===== config.mk =====
export PLATFORM = sky130hd
export DESIGN_NAME = mem_data_dump
export DESIGN_NICKNAME = d
export VERILOG_FILES = /design/src/rtl/mem_data_dump_pkg.sv /design/src/rtl/mem_data_dump_word_serializer.sv /design/src/rtl/mem_data_dump.sv
export SDC_FILE = /design/constraint.sdc
export NUM_CORES = 1
export LEC_CHECK = 0
export CORE_AREA = 2 2 100 63
export DETAILED_ROUTE_END_ITERATION = 8
export DIE_AREA = 0 0 102 65
export PLACE_DENSITY = 0.66
export SYNTH_ARGS = -nofsm -noshare
export SYNTH_HDL_FRONTEND = slang
export SYNTH_SLANG_ARGS = --single-unit

===== constraint.sdc =====
create_clock -name clk -period 3.76 [get_ports clk]
set_input_delay 0.564 -clock clk [delete_from_list [all_inputs] [get_ports clk]]
set_output_delay 0.564 -clock clk [all_outputs]
set_load 0.02 [all_outputs]

===== src/rtl/mem_data_dump_pkg.sv =====
// Shared constants and helpers for the data-memory dump initiator.
// Other memory blocks use clog2w so that address widths agree.
package mem_data_dump_pkg;

  localparam int BYTE_W = 8;

  typedef enum logic [2:0] {
    S_IDLE  = 3'd0,
    S_RADDR = 3'd1,
    S_CAPT  = 3'd2,
    S_SEND  = 3'd3,
    S_DONE  = 3'd4
  } state_t;

  // Width for n distinct values. Never returns less than 1, so a
  // one-entry memory still gets a legal port.
  function automatic int clog2w(input int n);
    int w;
    w = 1;
    while ((1 << w) < n) w = w + 1;
    return w;
  endfunction

endpackage


===== src/rtl/mem_data_dump_word_serializer.sv =====
// Loads one memory word and emits it MSB-first as bytes over valid/ready.
// tx data comes straight from the top of the shift register, so it is registered.
module mem_data_dump_word_serializer
  import mem_data_dump_pkg::*;
#(
  parameter  int NBDATA = 32,
  localparam int NBYTES = (NBDATA + BYTE_W - 1) / BYTE_W,
  localparam int SW     = NBYTES * BYTE_W,
  localparam int IW     = clog2w(NBYTES)
) (
  input  logic              clk,
  input  logic              rst,
  input  logic              load,
  input  logic [NBDATA-1:0] word,
  input  logic              ready,
  output logic [7:0]        data,
  output logic              valid,
  output logic              last_fire
);

  logic [SW-1:0] sr;
  logic [SW-1:0] word_ext;
  logic [IW-1:0] idx;
  logic          fire;
  logic          last;

  always_comb begin
    word_ext             = '0;
    word_ext[NBDATA-1:0] = word;
  end

  assign fire      = valid & ready;
  assign last      = (idx == IW'(NBYTES - 1));
  assign last_fire = fire & last;
  assign data      = sr[SW-1 -: BYTE_W];

  // Without a handshake nothing here moves, which is what holds tx stable.
  always_ff @(posedge clk) begin
    if (rst) begin
      sr    <= '0;
      idx   <= '0;
      valid <= 1'b0;
    end else if (load) begin
      sr    <= word_ext;
      idx   <= '0;
      valid <= 1'b1;
    end else if (fire) begin
      if (last) begin
        valid <= 1'b0;
      end else begin
        sr  <= sr << BYTE_W;
        idx <= idx + IW'(1);
      end
    end
  end

endmodule


===== src/rtl/mem_data_dump.sv =====
// Read-side initiator: walks a block of data-memory words through the
// registered read port and streams them out as bytes.
module mem_data_dump
  import mem_data_dump_pkg::*;
#(
  parameter  int NADDRE = 8,
  parameter  int NBDATA = 32,
  localparam int AW     = clog2w(NADDRE),
  localparam int CW     = AW + 1
) (
  input  logic              clk,
  input  logic              rst,
  input  logic              start,
  input  logic [AW-1:0]     base,
  input  logic [CW-1:0]     count,
  output logic              busy,
  output logic              done,
  output logic [AW-1:0]     addr_r,
  input  logic [NBDATA-1:0] data_out,
  output logic [7:0]        tx_data,
  output logic              tx_valid,
  input  logic              tx_ready
);

  localparam logic [AW-1:0] ADDR_LAST = AW'(NADDRE - 1);

  state_t        state;
  logic [CW-1:0] remaining;
  logic [AW-1:0] next_addr;
  logic          load;
  logic          word_sent;

  // Explicit compare so non-power-of-two depths wrap correctly.
  assign next_addr = (addr_r == ADDR_LAST) ? '0 : addr_r + AW'(1);
  assign load      = (state == S_CAPT);

  mem_data_dump_word_serializer #(
    .NBDATA (NBDATA)
  ) u_ser (
    .clk       (clk),
    .rst       (rst),
    .load      (load),
    .word      (data_out),
    .ready     (tx_ready),
    .data      (tx_data),
    .valid     (tx_valid),
    .last_fire (word_sent)
  );

  always_ff @(posedge clk) begin
    if (rst) begin
      state     <= S_IDLE;
      busy      <= 1'b0;
      done      <= 1'b0;
      addr_r    <= '0;
      remaining <= '0;
    end else begin
      done <= 1'b0;
      unique case (state)
        S_IDLE: begin
          if (start) begin
            addr_r    <= base;
            remaining <= count;
            busy      <= 1'b1;
            state     <= (count == '0) ? S_DONE : S_RADDR;
          end
        end
        S_RADDR: state <= S_CAPT;
        S_CAPT:  state <= S_SEND;
        S_SEND: begin
          if (word_sent) begin
            remaining <= remaining - CW'(1);
            if (remaining == CW'(1)) begin
              state <= S_DONE;
            end else begin
              addr_r <= next_addr;
              state  <= S_RADDR;
            end
          end
        end
        S_DONE: begin
          done  <= 1'b1;
          busy  <= 1'b0;
          state <= S_IDLE;
        end
        default: state <= S_IDLE;
      endcase
    end
  end

endmodule


==> run_results.csv <==
group,metric,value,unit
status,status,"finished, final reports clean",
setup_path,crit_slowest_cell,"clkdlybuf4s50_1",
global_route,grt_pass1_wl,8.16,mm
floorplan,core-area,5840,sq um
layout,drive_gt1_frac,0.0719,
setup_path,arrival,2.35,ns
layout,num-fill-cells,573,
layout,fin_cells,362,
timing,worst_clock_skew,0.00454,ns
global_route,grtUsageMet3,0.0378,
clock_tree,cts_resized,0,
place,port_buffers,56,
yosys,synth.cell_area,2220,sq um
yosys,ys_seq_elements,47,
hold_path,hp-class,"register to register",
floorplan,ios,57,
yosys,async_flop_share,0,
clock_tree,clockRootBuffer,"clkbuf_8",
power_and_ir_drop,p_per_area,435,nW/um^2
clock_tree,post_cts_buffers,0,
setup_path,path_buf_inv,2,
yosys,ys.flop_type,"dfxtp_1",
timing,hold_violations,0,
timing,clock.fmax,0.462,GHz
setup_path,critPathTopFamily,"buffers and inverters",
clock_tree,clk_pin_slew,0.08,ns
setup_path,crit_path_end_kind,"register",
setup_path,r2r_setup_slack,1.84,ns
drt,drc,0,
setup_path,cp.required,3.94,ns
timing,fin_tns_setup,0,ns
floorplan,die-area,6630,sq um
clock_tree,clockBufferDepth,2,
floorplan,die_h,65,um
timing,drv_slew,0,
global_route,grt_max_degree,32,
global_route,first_global_vias,1626,
place,dp_cells,355,
setup_path,crit_path_start_kind,"input pin",
setup_path,reg2reg_to,"remaining[3]",
power_and_ir_drop,irDropWorstVdd,0.183,mV
drt,wl_per_cell,13.6,um
layout,final_common_cell,"clkdlybuf4s50_1",
yosys,netlist_instances,238,
global_route,busiest_layer,"met1",
setup_path,critPathMaxStageDelay,1.09,ns
layout,layout_common_cells,"clkdlybuf4s50_1, dfxtp_1, nor2_1, a211oi_1, mux2i_1",
clock_tree,cts_hold_buf,0,
drt,drt-initial-drc-count,63,
place,gp_congestion,0.840,
clock_tree,cts.sinks,47,
global_route,gr-usage-met1,0.240,
global_route,grt.total_usage,0.156,
setup_path,rr_worst_depth,4,
layout,num_antenna_cells,0,
global_route,antenna_found_initial,0,
layout,finish.utilization,0.490,
drt,totalWireLength,4.93,mm
global_route,overflow,0,
yosys,syn_nets,286,
setup_path,path_depth,4,
drt,vias,1800,
floorplan,die_w,102,um
yosys,synth_edf_count,0,
drt,antenna_left,0,
clock_tree,cts_tree,"built",
setup_path,r2r-start,"state[2]",
timing,rsz0062_at_grt,"false",
timing,setup_viol,0,
floorplan,initial_core_util,0.380,
clock_tree,clock_latency,0.29,ns
timing,worst_slew_pin_slew,0.950,ns
yosys,syn-mean-instance-area,9.32,sq um
timing,max_slew_margin,0.365,
setup_path,cp_max_fo,26,
drt,viasPerCell,4.97,
setup_path,cp_cell_sequence,"clkdlybuf4s50_1 > buf_4 > nor2b_1 > a32o_1",
clock_tree,h-tree-depth,2,
hold_path,min_from,"u_ser.sr[6]",
flow_run,cap_viol_max_count,0,
timing,min_period,2.17,ns
yosys,synth_cell_types,41,
timing,finalCritPeriodShare,0.576,
yosys,synth_seq_area_share,0.424,
floorplan,num_rows,22,
power_and_ir_drop,leakage,1.25,nW
clock_tree,numCtsBuffers,5,
global_route,grt_use_met2,0.212,
timing,whs,0.509,ns
drt,dr.pass1.iters,4,
power_and_ir_drop,total_power,1.24,mW
yosys,ys_warn_count,0,
hold_path,worstHoldPathCells,2,
place,dp_hpwl,3.65,mm
setup_path,critical_path_class,"input pin to register",
layout,num-nets-final,326,
layout,area_growth,29.1,%
hold_path,min_to,"u_ser.sr[6]",
## registers in the layout (all words and copies together), names as in the netlist
| register | flops |
|---|---|
| remaining | 4 |
| state | 3 |
| u_ser.sr | 32 |
| u_ser.idx | 2 |
| u_ser.valid | 1 |
| busy | 1 |
| done | 1 |
| addr_r | 3 |
## worst reg2reg max path, delay by kind of cell (launching register included)
family           cells  cell delay, ns
AO/OA/AOI/OAI        1            0.20
multiplexers         1            0.39
AND/OR/NAND/NOR      2            0.67
flip-flops           1            0.55
## cell type report
type / count / area (sq um) / share of cell area
clock buffer: 6 / 82.6 / 0.0289
clock inverter: 1 / 5.00 / 0.00175
inverter: 5 / 18.8 / 0.00656
multi-input combinational: 158 / 1110 / 0.388
sequential: 47 / 941 / 0.329
tap: 84 / 105 / 0.0367
timing repair buffer: 61 / 598 / 0.209
## routing by layer
| metal | share of wire | wire length (um) |
|---|---|---|
| met1 | 0.55 | 2710 |
| met2 | 0.39 | 1920 |
| met3 | 0.052 | 255 |
| met4 | 0.0087 | 43 |
| met5 | 0 | 0 |
## cells by family after synthesis
logic type / Yosys count / share of synthesized area
AND/OR/NAND/NOR: 70 / 0.149
XOR/XNOR: 1 / 0.00395
AO/OA/AOI/OAI: 54 / 0.193
flip-flops: 47 / 0.424
buffers and inverters: 33 / 0.0745
multiplexers: 28 / 0.127
adder cells (fa/ha/maj): 5 / 0.0282
## worst max path at each step
stage	endpoint	slack, ns	startpoint
finish	remaining[2]	1.59	rst
global route	remaining[3]	1.45	rst
CTS	remaining[2]	1.59	rst
detailed placement	remaining[2]	1.25	rst
global placement	remaining[2]	1.28	rst
floorplan	remaining[3]	2.14	start
## power breakdown
part	switching, mW	internal, mW
Combinational	0.166	0.169
Sequential	0.0469	0.561
Clock	0.157	0.144
Total	0.370	0.874
## cells in the mapped netlist (all sizes together), types with 2 or more instances
cell type  instances  area (sq um)
and3               3          18.8
o21ai              4          23.8
inv                5          18.8
nand2              4          15.0
clkbuf            10          37.5
o41ai              2          43.8
mux2i             27           270
a211oi            28           210
a22oi              8          60.1
nor3               9          45.0
nor2              41           154
buf               18           109
dfxtp             47           941
a21oi              5          25.0
nand3b             2          15.0
ha                 5          62.6
## through the flow
step,setup WS (ns),cell area (sq um)
floorplan,2.14,2220
global placement,1.28,2770
detailed placement,1.25,2770
CTS,1.59,2860
global route,1.45,2860
finish,1.59,2860
(Power assumes the default switching activity.)
